### config.mk
export PLATFORM = sky130hd
export DESIGN_NAME = opc7_mem_bridge
export DESIGN_NICKNAME = d
export VERILOG_FILES = /design/src/rtl/opc7_mem_bridge.sv
export SDC_FILE = /design/constraint.sdc
export NUM_CORES = 1
export LEC_CHECK = 0
export ABC_AREA = 1
export CAP_MARGIN = 30
export CORE_MARGIN = 10
export CORE_UTILIZATION = 44
export CTS_BUF_LIST = sky130_fd_sc_hd__clkbuf_2 sky130_fd_sc_hd__clkbuf_4 sky130_fd_sc_hd__clkbuf_8
export CTS_CLUSTER_DIAMETER = 200
export DETAILED_ROUTE_END_ITERATION = 8
export PLACE_DENSITY = 0.87
export SYNTH_ARGS = -nofsm -noshare
export SYNTH_HDL_FRONTEND = slang
export SYNTH_SLANG_ARGS = --single-unit
### constraint.sdc
create_clock -name clk -period 3.5 [get_ports clk]
set_input_delay 0.525 -clock clk [delete_from_list [all_inputs] [get_ports clk]]
set_output_delay 0.525 -clock clk [all_outputs]
set_load 0.02 [all_outputs]
### src/rtl/opc7_mem_bridge.sv
// opc7_mem_bridge: turns opc7 CPU bus cycles into either four byte accesses
// on an 8-bit asynchronous SRAM or one 32-bit req/ack I/O transfer. The CPU
// is held off with clken while a transfer is in flight.
module opc7_mem_bridge #(
    parameter int WAIT_STATES = 1,   // strobe cycles per SRAM byte (1..15)
    parameter int IO_TIMEOUT  = 255  // cycles allowed for io_ack (1..255)
) (
    input  logic        clk,
    input  logic        reset_b,
    input  logic        vpa,
    input  logic        vda,
    input  logic        vio,
    input  logic [19:0] address,
    input  logic        rnw,
    input  logic [31:0] dout,
    output logic [31:0] din,
    output logic        clken,
    output logic [21:0] mem_addr,
    output logic [7:0]  mem_dout,
    input  logic [7:0]  mem_din,
    output logic        mem_ce_b,
    output logic        mem_oe_b,
    output logic        mem_we_b,
    output logic [19:0] io_addr,
    output logic [31:0] io_wdata,
    output logic        io_rnw,
    output logic        io_req,
    input  logic        io_ack,
    input  logic [31:0] io_rdata
);

    typedef enum logic [1:0] {
        IDLE = 2'd0,
        MEM  = 2'd1,
        IO   = 2'd2,
        DONE = 2'd3
    } state_t;

    localparam logic [3:0] WS_LAST  = 4'(WAIT_STATES);
    localparam logic [7:0] TOUT_END = 8'(IO_TIMEOUT - 1);

    state_t      state_q, state_d;
    logic [1:0]  lane_q, lane_d;
    logic [3:0]  wait_q, wait_d;
    logic [7:0]  tout_q, tout_d;
    logic [31:0] din_q, din_d;

    // The IDLE cycle in which a memory request first appears already acts as
    // cycle 0 of lane 0 (lane/wait counters are always zero in IDLE), so the
    // CPU sees exactly 4*(WAIT_STATES+1) stalled cycles before DONE.
    logic mem_start;
    logic mem_busy;
    logic mem_act;
    logic io_act;
    logic lane_last;

    assign mem_start = (state_q == IDLE) && !vio && (vpa || vda);
    assign mem_busy  = mem_start || (state_q == MEM);
    assign lane_last = (wait_q == WS_LAST);
    // Strobes are gated by reset_b so a reset drops them without a clock edge.
    assign mem_act   = reset_b && mem_busy;
    assign io_act    = reset_b && (state_q == IO);

    // State and datapath registers; reset abandons any transfer in progress.
    always_ff @(posedge clk or negedge reset_b) begin
        if (!reset_b) begin
            state_q <= IDLE;
            lane_q  <= 2'd0;
            wait_q  <= 4'd0;
            tout_q  <= 8'd0;
            din_q   <= 32'd0;
        end else begin
            state_q <= state_d;
            lane_q  <= lane_d;
            wait_q  <= wait_d;
            tout_q  <= tout_d;
            din_q   <= din_d;
        end
    end

    // Next-state, counter and read-data assembly.
    always_comb begin
        state_d = state_q;
        lane_d  = lane_q;
        wait_d  = wait_q;
        tout_d  = tout_q;
        din_d   = din_q;

        case (state_q)
            IDLE: begin
                lane_d = 2'd0;
                wait_d = 4'd0;
                tout_d = 8'd0;
                if (vio) begin
                    state_d = IO;
                end
            end
            MEM: ;
            IO: begin
                // An ack arriving on the timeout cycle still delivers real data.
                if (io_ack) begin
                    if (rnw) begin
                        din_d = io_rdata;
                    end
                    state_d = DONE;
                end else if (tout_q == TOUT_END) begin
                    if (rnw) begin
                        din_d = 32'hFFFF_FFFF;
                    end
                    state_d = DONE;
                end else begin
                    tout_d = tout_q + 8'd1;
                end
            end
            DONE: begin
                lane_d  = 2'd0;
                wait_d  = 4'd0;
                tout_d  = 8'd0;
                state_d = IDLE;
            end
            default: state_d = IDLE;
        endcase

        // Byte-lane sequencing, shared by the decode cycle and MEM.
        if (mem_busy) begin
            if (lane_last) begin
                if (rnw) begin
                    din_d[{lane_q, 3'b000} +: 8] = mem_din;
                end
                wait_d  = 4'd0;
                lane_d  = lane_q + 2'd1;
                state_d = (lane_q == 2'd3) ? DONE : MEM;
            end else begin
                wait_d  = wait_q + 4'd1;
                state_d = MEM;
            end
        end
    end

    // Bus-facing outputs, decoded from the current state and the live CPU bus.
    always_comb begin
        clken    = !reset_b || (state_q == DONE) ||
                   ((state_q == IDLE) && !(vio || vpa || vda));
        din      = din_q;

        mem_ce_b = !mem_act;
        mem_oe_b = !(mem_act && rnw);
        // Write strobe low for the first WAIT_STATES cycles, high on the hold cycle.
        mem_we_b = !(mem_act && !rnw && (wait_q < WS_LAST));
        mem_addr = mem_act ? {address, lane_q} : 22'd0;
        mem_dout = (mem_act && !rnw) ? dout[{lane_q, 3'b000} +: 8] : 8'd0;

        io_req   = io_act;
        io_addr  = io_act ? address : 20'd0;
        io_wdata = io_act ? dout : 32'd0;
        io_rnw   = io_act ? rnw : 1'b1;
    end

endmodule
* Word-level counts from Yosys, hierarchy flattened
Cells that the tools add are included.
Storage, ports and cells: bits in registers 48, bits of input ports 99, output and inout bits 120, logic and storage cells 81
Operators by class: add/subtract/negate cells 4, $lt $le $gt $ge 1, eq/ne operators 10, shift-type cells 3, multiplexer cells 30, reduce and logical (&&, ||, !) cells 28
Operators with widths (number):
- 32-bit 2-to-1 mux | 9
- 32-bit bitwise mux | 1
- 8-bit by 7-bit variable shift with 32-bit output, first input constant | 1
- 32-bit by 6-bit variable part select with 8-bit output | 1
- 8-bit by 7-bit variable part select with 32-bit output | 1
- 8-bit 2-to-1 mux | 3
- 22-bit 2-to-1 mux | 1
- 20-bit 2-to-1 mux | 1
- 2-bit 2-to-1 mux | 9
- 8-bit one-hot mux with 2 select lines | 1
- 4-bit 2-to-1 mux | 3
- 8-bit by 1-bit adder with 8-bit output, second input constant | 1
- 8-bit equality test, second input constant | 1
- 1-bit logical AND | 8
- 1-bit zero test | 7
- 5-bit negation with 7-bit output | 1
- 2-bit equality test, second input constant | 3
- 1-bit logical OR | 6
- 2-bit one-hot mux with 3 select lines | 1
- 3-bit AND reduction | 2
- 4-bit by 1-bit adder with 4-bit output, second input constant | 1
- 4-bit by 1-bit equality test with 1-bit output, second input constant | 1
- 4-bit by 1-bit less-than comparator with 1-bit output, second input constant | 1
- 2-bit != test, second input constant | 2
- other kinds (9) | 10

* Logic depth before layout (Yosys ltp)
Gate-level depths: netlist (run 1).
depth in word-level cells 8, depth in mapped cells 12, depth with buffers taken out 11

* Worst setup path after synthesis (run 1)
No wires, ideal clock.
path kind register -> output, start point register state_q[0], end point output port mem_dout[6], arrival time 1629 ps, data required time 2975 ps, slack 1346 ps, cell stages (with the launch flop) 11, path buffers 0, cells stage by stage dfrtp_1 > inv_1 > ha_1 > inv_1 > nor2_2 > nand2_1 > nand2_1 > nand2_1 > inv_1 > nand2_1 > a21oi_1
Between the ends: cells in the longest elaborated chain, start to end 7, elaborated cells on any way between the ends 8, classes of those cells eq/ne (1); mux (1); reduce/logical (6)
RTL lines:
- start: declaration | RTL line 42 | state_t state_q, state_d;
- start signal: assignment | RTL line 73 | state_q <= state_d;
- 2-bit zero test | RTL line 57 | assign mem_start = (state_q == IDLE) && !vio && (vpa || vda);
- 1-bit logical AND (2 in a row) | RTL line 57
- 1-bit logical OR * | RTL line 58 | assign mem_busy = mem_start || (state_q == MEM);
- 1-bit logical AND * | RTL line 61 | assign mem_act = reset_b && mem_busy;
- 1-bit logical AND * | RTL line 151 | mem_dout = (mem_act && !rnw) ? dout[{lane_q, 3'b000} +: 8] : 8'd0;
- 8-bit 2-to-1 mux * | RTL line 151
- end: declaration | RTL line 19 | output logic [7:0] mem_dout,
Mark *: on every way between the ends. The rest lies on a longest branch, timed or not.

* Worst setup path in the final report (run 1)
start point register lane_q[1], end point output port mem_dout[7]
Between the ends: cells in the longest elaborated chain, start to end 2
RTL lines:
- start: declaration | RTL line 43 | logic [1:0] lane_q, lane_d;
- start signal: assignment | RTL line 74 | lane_q <= lane_d;
- 32-bit by 6-bit variable part select with 8-bit output | RTL line 151
- 8-bit 2-to-1 mux | RTL line 151
No other way between the ends.

==> flow_summary.yaml, run 1 <==
yosys:
  synth_compound_area_frac: 0.0631
  synth_xor_area_frac: 0.0109
  synthAdderAreaFrac: 0.0373
  yosys.area.top_type: "dfrtp_1"
  synthFlopType: "dfrtp_1"
  yosys.area_share.simple: 0.407
  syn_inst: 662
  syn_area_um2: 4020
  async_flop_share: 1.00
  synth.top_cell.area_share: 0.299
  synth-seq-cells: 48
  synth.area.mux_share: 0
  synth_fp_nets: 773
  yosysSeqAreaShare: 0.299
  synth_most_common_cell: "nand2_1"
  synth_top_family_by_area: "simple AND/OR/NAND/NOR gates"
  syn_avg_cell_area_um2: 6.08
  synth_cell_types: 33
  ys_warn_count: 0
  synth_top_cells_by_area: "dfrtp_1, nand2_1, inv_1"
  synth_enable_flop_cells: 0
  synth_common_cells: "nand2_1, inv_1, nor2_1"
sta:
  fin_worst_skew_ns: 0.00480
  rsz0062_at_grt: "false"
  fmax_mhz: 318
  holdWs_ns: 0.343
  period_share: 0.897
  worst_slew_pin_slew_ns: 0.609
  hold_violations: 0
  setup_tns_ns: 0
  fin_crit_ns: 3.14
  maxSlewViolCount: 0
  relSlewSlack: 0.594
  finalSetupViolCount: 0
final_layout:
  multi_input_area_um2: 2090
  final_cells: 982
  syn_to_final_growth_pct: 58.7
  n_antenna_cell: 0
  fillerInstances: 685
  seq_area_um2: 1200
  nets: 984
  drive_gt1_frac: 0.0515
  postLayoutCellArea_um2: 6390
power_and_ir_drop:
  power.density_nw_per_um2: 632
  clock_power_share: 0.106
  irDropWorstVdd_v: 0.000287
  power_frac_seq: 0.236
  p_comb_frac: 0.658
  p_sw_frac: 0.477
  p_int_mw: 2.11
  p_switching_mw: 1.93
  leakagePower_nw: 3.34
routing:
  route.antenna.remaining_nets: 0
  routedWlPerCell_um: 15.4
  first_pass_iters: 4
  vias: 4731
  drt-total-wl_mm: 15.1
  vias_per_cell: 4.82
  first_iter_violations: 239
  route.detailed.drc: 0
place:
  gp_congestion: 0.907
  post-dp-hpwl_mm: 12.7
  dpl-instance-area_um2: 6260
  portBuffers: 218
  dp_cells: 974
outcome:
  status: "completed"
setup_path:
  crit_top_cell: "a21oi_1"
  crit_family: "buffers and inverters"
  worstSetupPathType: "reg2out"
  worst_setup_path_end_kind: "primary output"
  cp_slowest_cell: "clkdlybuf4s50_1"
  critPathMaxStageDelay_ns: 0.63
  cp-start-kind: "flop"
  crit_chain: "clkinv_1 > a21oi_1 > o21ai_0 > a21oi_1 > clkdlybuf4s50_1"
  critPathMaxFanout: 12
  critPathRequiredTime_ns: 2.97
  arrival_ns: 2.62
  path_depth: 5
  ff2ff_path_depth: 8
  path_buf_inv: 2
flow_run:
  maxCapViolCount: 0
global_route:
  gr-total-overflow: 0
  grt_first_pass_wirelength_mm: 24.1
  first_global_vias: 4854
  antenna_found_initial: 0
  grt_max_degree: 50
  track_usage: 0.222
floorplanning:
  die_h_um: 116
  io_pins: 219
  dieArea_um2: 13400
  rows: 34
  start_util: 0.457
  die_w_um: 116
  core-area_um2: 8810
worst_hold_path:
  hold_path_class: "in2async"
clocking:
  clkTransAtPathRegs_ns: 0.09
  clock_latency_ns: 0.30
  clock_sinks: 48
  root_buffer: "clkbuf_8"
  cts_tree: "yes"
  h-tree-depth: 2
  numCtsBuffers: 5
  clk_path_buf_depth: 2
  cts_hold_buf: 0
==> layout make-up <==
type / instances / area share
timing repair buffer: 227 / 0.351
tap: 108 / 0.0212
multi-input combinational: 432 / 0.327
inverter: 159 / 0.0938
clock inverter: 2 / 0.00607
sequential: 48 / 0.188
clock buffer: 6 / 0.0129
==> state kept, by name, summed over array words and instances (netlist names) <==
register  count
tout_q        8
din          32
wait_q        4
lane_q        2
state_q       2
==> power groups by stage <==
| stage | combinational [mW] | sequential (mW) | clock [mW] |
|---|---|---|---|
| 6_report | 2.65 | 0.953 | 0.428 |
| 4_1_cts | 2.68 | 0.951 | 0.433 |
| 2_1_floorplan | 1.38 | 1.15 | 0 |
| 3_3_place_gp | 2.60 | 0.946 | 0 |
| 5_1_grt | 2.93 | 0.984 | 0.457 |
| 3_5_place_dp | 2.67 | 0.963 | 0 |
==> path summary, 6_finish.rpt <==
kind | from | end | slack (ns)
setup / recovery | lane_q[1] | mem_dout[7] | 0.36
hold reg to reg | wait_q[0] | wait_q[0] | 0.56
min in group clk | wait_q[0] | wait_q[0] | 0.56
max in group asynchronous | reset_b | wait_q[2] | 2.74
hold / removal | reset_b | state_q[1] | 0.34
setup reg to reg | lane_q[1] | din[21] | 0.93
==> logic make-up after synthesis <==
logic type                 count (synthesis)
adders and majority gates                 12
and+or+nand+nor                          367
buffers and inverters                    182
DFF                                       48
xor gates and xnor gates                   5
AOI/OAI and AO/OA                         48
==> layer usage <==
metal,up-vias,track usage,wire length [um]
li1,2385,-,-
met1,2137,0.213,5260
met2,179,0.412,7770
met3,30,0.0956,1640
met4,0,0.0792,460
met5,-,0,0
==> what timing repair did <==
| item | 4_1_cts | 5_1_grt |
|---|---|---|
| gates resized for setup | 0 | 1 |
| setup buffers | 0 | 0 |
| setup endpoints to repair | 0 | 28 |
==> through the flow <==
stage,util,power [mW],setup WS [ns]
detailed placement,0.711,3.63,0.482
global placement,0.711,3.55,0.557
finish,0.725,4.04,0.359
global route,0.725,4.37,0.163
CTS,0.725,4.06,0.148
floorplan,-,2.53,1.35
==> worst register-to-register path: cells and delay by family, from the launching register on <==
kind	cells	cell delay, ns
buffers and inverters	2	0.60
adders and majority gates	1	0.49
DFF	1	0.62
and+or+nand+nor	5	0.80
==> layout by cell type (no fill, tap or decap), types with 2 or more instances in the layout <==
cell type,instances
clkbuf_8,6
clkinv_2,2
dfrtp_1,48
nand2_2,4
nand3_1,61
xor2_1,4
a21oi_1,22
nand3b_1,2
nor2_4,2
nand4_1,4
nor3_1,9
nor2_1,104
clkdlybuf4s50_1,216
nor2_2,4
buf_4,10
o21ai_2,2
ha_1,12
inv_1,155
nand4_4,3
nand2_1,166
o21ai_0,21
nand2_4,4
Power figures use the tool's default switching activity.
==> inputs of run 2 (changes only) <==
--- a/config.mk
+++ b/config.mk
@@ -10,9 +10,10 @@
 export CORE_MARGIN = 10
 export CORE_UTILIZATION = 44
 export CTS_BUF_LIST = sky130_fd_sc_hd__clkbuf_2 sky130_fd_sc_hd__clkbuf_4 sky130_fd_sc_hd__clkbuf_8
-export CTS_CLUSTER_DIAMETER = 200
+export CTS_CLUSTER_DIAMETER = 60
 export DETAILED_ROUTE_END_ITERATION = 8
 export PLACE_DENSITY = 0.87
+export SLEW_MARGIN = 20
 export SYNTH_ARGS = -nofsm -noshare
 export SYNTH_HDL_FRONTEND = slang
 export SYNTH_SLANG_ARGS = --single-unit
==> results of run 2 <==
The final DEF is identical to that of run 1; final timing and power are the same.
==> inputs of run 3 (changes only) <==
--- a/config.mk
+++ b/config.mk
@@ -8,11 +8,11 @@
 export ABC_AREA = 1
 export CAP_MARGIN = 30
 export CORE_MARGIN = 10
-export CORE_UTILIZATION = 44
+export CORE_UTILIZATION = 25
 export CTS_BUF_LIST = sky130_fd_sc_hd__clkbuf_2 sky130_fd_sc_hd__clkbuf_4 sky130_fd_sc_hd__clkbuf_8
 export CTS_CLUSTER_DIAMETER = 60
 export DETAILED_ROUTE_END_ITERATION = 8
-export PLACE_DENSITY = 0.87
+export PLACE_DENSITY = 0.54
 export SLEW_MARGIN = 20
 export SYNTH_ARGS = -nofsm -noshare
 export SYNTH_HDL_FRONTEND = slang
==> run 3 against run 2 <==
Count of clock-buffer cells in the layout rose by 2. Design area rose by 2.1%. Clock power fell by 16%. Non-clock buffer count rose by 2. Largest cell class unchanged. Register-to-register slack got worse by 0.07 ns. Critical endpoint is now mem_dout[2]. Combinational power barely moved.
==> flow_summary.yaml, run 3 (synthesis results as in run 1) <==
routing:
  vias_per_cell: 4.13
  first_pass_iters: 4
  route.antenna.remaining_nets: 0
  drt-total-wl_mm: 16.2
  first_iter_violations: 106
  vias: 4506
  routedWlPerCell_um: 14.9
  route.detailed.drc: 0
floorplanning:
  die_h_um: 147
  die_w_um: 147
  rows: 46
  start_util: 0.254
  core-area_um2: 15800
  dieArea_um2: 21600
  io_pins: 219
clocking:
  clk_path_buf_depth: 2
  clock_sinks: 48
  cts_tree: "yes"
  postCtsSetupBuffers: 0
  h-tree-depth: 2
  cts_hold_buf: 0
  numCtsBuffers: 5
  clkTransAtPathRegs_ns: 0.08
  postCtsResizedCells: 0
  root_buffer: "clkbuf_8"
  clock_latency_ns: 0.31
flow_run:
  maxCapViolCount: 0
sta:
  relSlewSlack: 0.520
  period_share: 0.876
  fin_crit_ns: 3.06
  fmax_mhz: 326
  finalSetupViolCount: 0
  rsz0062_at_grt: "false"
  maxSlewViolCount: 0
  fin_worst_skew_ns: 0.00869
  holdWs_ns: 0.0760
  worst_slew_pin_slew_ns: 0.720
  setup_tns_ns: 0
  hold_violations: 0
power_and_ir_drop:
  leakagePower_nw: 3.35
  power.density_nw_per_um2: 612
  total_power_mw: 3.99
  irDropWorstVdd_v: 0.000214
outcome:
  status: "completed"
final_layout:
  largest_register_ffs: 32
  mostFrequentLayoutCell: "clkdlybuf4s50_1"
  n_antenna_cell: 0
  drive_gt1_frac: 0.0559
  syn_to_final_growth_pct: 62.0
  fillerInstances: 1713
  seq_area_um2: 1200
  nets: 986
  multi_input_area_um2: 2090
  final_cell_mix: "clkdlybuf4s50_1, nand2_1, inv_1, nor2_1, nand3_1"
setup_path:
  critPathRequiredTime_ns: 2.97
  cp-start-kind: "flop"
  reg2reg_slack_ns: 0.86
  worstSetupPathType: "reg2out"
  worst_setup_path_end_kind: "primary output"
  arrival_ns: 2.54
  critPathMaxFanout: 8
global_route:
  grt_first_pass_wirelength_mm: 25.5
  antenna_found_initial: 0
  track_usage: 0.145
  grt_max_degree: 45
  gr-total-overflow: 0
  first_global_vias: 4589
place:
  post-dp-hpwl_mm: 13.5
  gp_congestion: 0.813
  portBuffers: 218
worst_hold_path:
  hold_path_class: "in2async"
run 3: worst paths after layout:
path	from	endpoint	depth (start not counted)
max	state_q[0]	mem_dout[2]	11
min	reset_b	wait_q[0]	1
max reg2reg	lane_q[0]	din[17]	8
min reg2reg	wait_q[0]	wait_q[0]	1
max in group asynchronous	reset_b	din[20]	2
min in group clk	wait_q[0]	wait_q[0]	1
run 3: final cells by class:
| class | instances | area share |
|---|---|---|
| Tap cell | 216 | 0.0415 |
| Clock buffer | 8 | 0.0150 |
| Multi-Input combinational cell | 432 | 0.320 |
| Inverter | 159 | 0.0919 |
| Timing Repair Buffer | 229 | 0.347 |
| Sequential cell | 48 | 0.184 |
run 3: worst max-delay path, cell delays in order (launching register included):
cell	delay (ns)
dfrtp_1	0.44
inv_1	0.10
ha_1	0.15
inv_1	0.06
nor2_2	0.09
nand2_1	0.09
nand2_1	0.08
nand2_1	0.07
inv_1	0.12
nand2_1	0.24
nor2_1	0.17
clkdlybuf4s50_1	0.62
run 3: metal layers:
layer	global-route usage	up-vias	part of all wire	wire length, um
met5	0	-	0	0
met4	0.0300	0	0.011	172
met3	0.0749	12	0.12	1900
met2	0.241	159	0.46	7530
met1	0.163	1951	0.41	6630
li1	-	2384	-	-
run 3: metrics by stage:
step,instances,setup WS (ns),cell area [um^2],util
final,1092,0.435,6520,0.412
after global routing,1092,0.148,6520,0.412
after CTS,1092,0.378,6520,0.412
after detailed placement,1084,0.461,6420,0.406
after global placement,1084,0.483,6420,0.406
after floorplan,662,1.35,4020,-
run 3: power by group:
group / internal [mW] / switching, mW / leakage (nW)
logic: 1.11 / 1.57 / 2.73
registers: 0.785 / 0.161 / 0.568
clock network: 0.177 / 0.183 / 0.0523
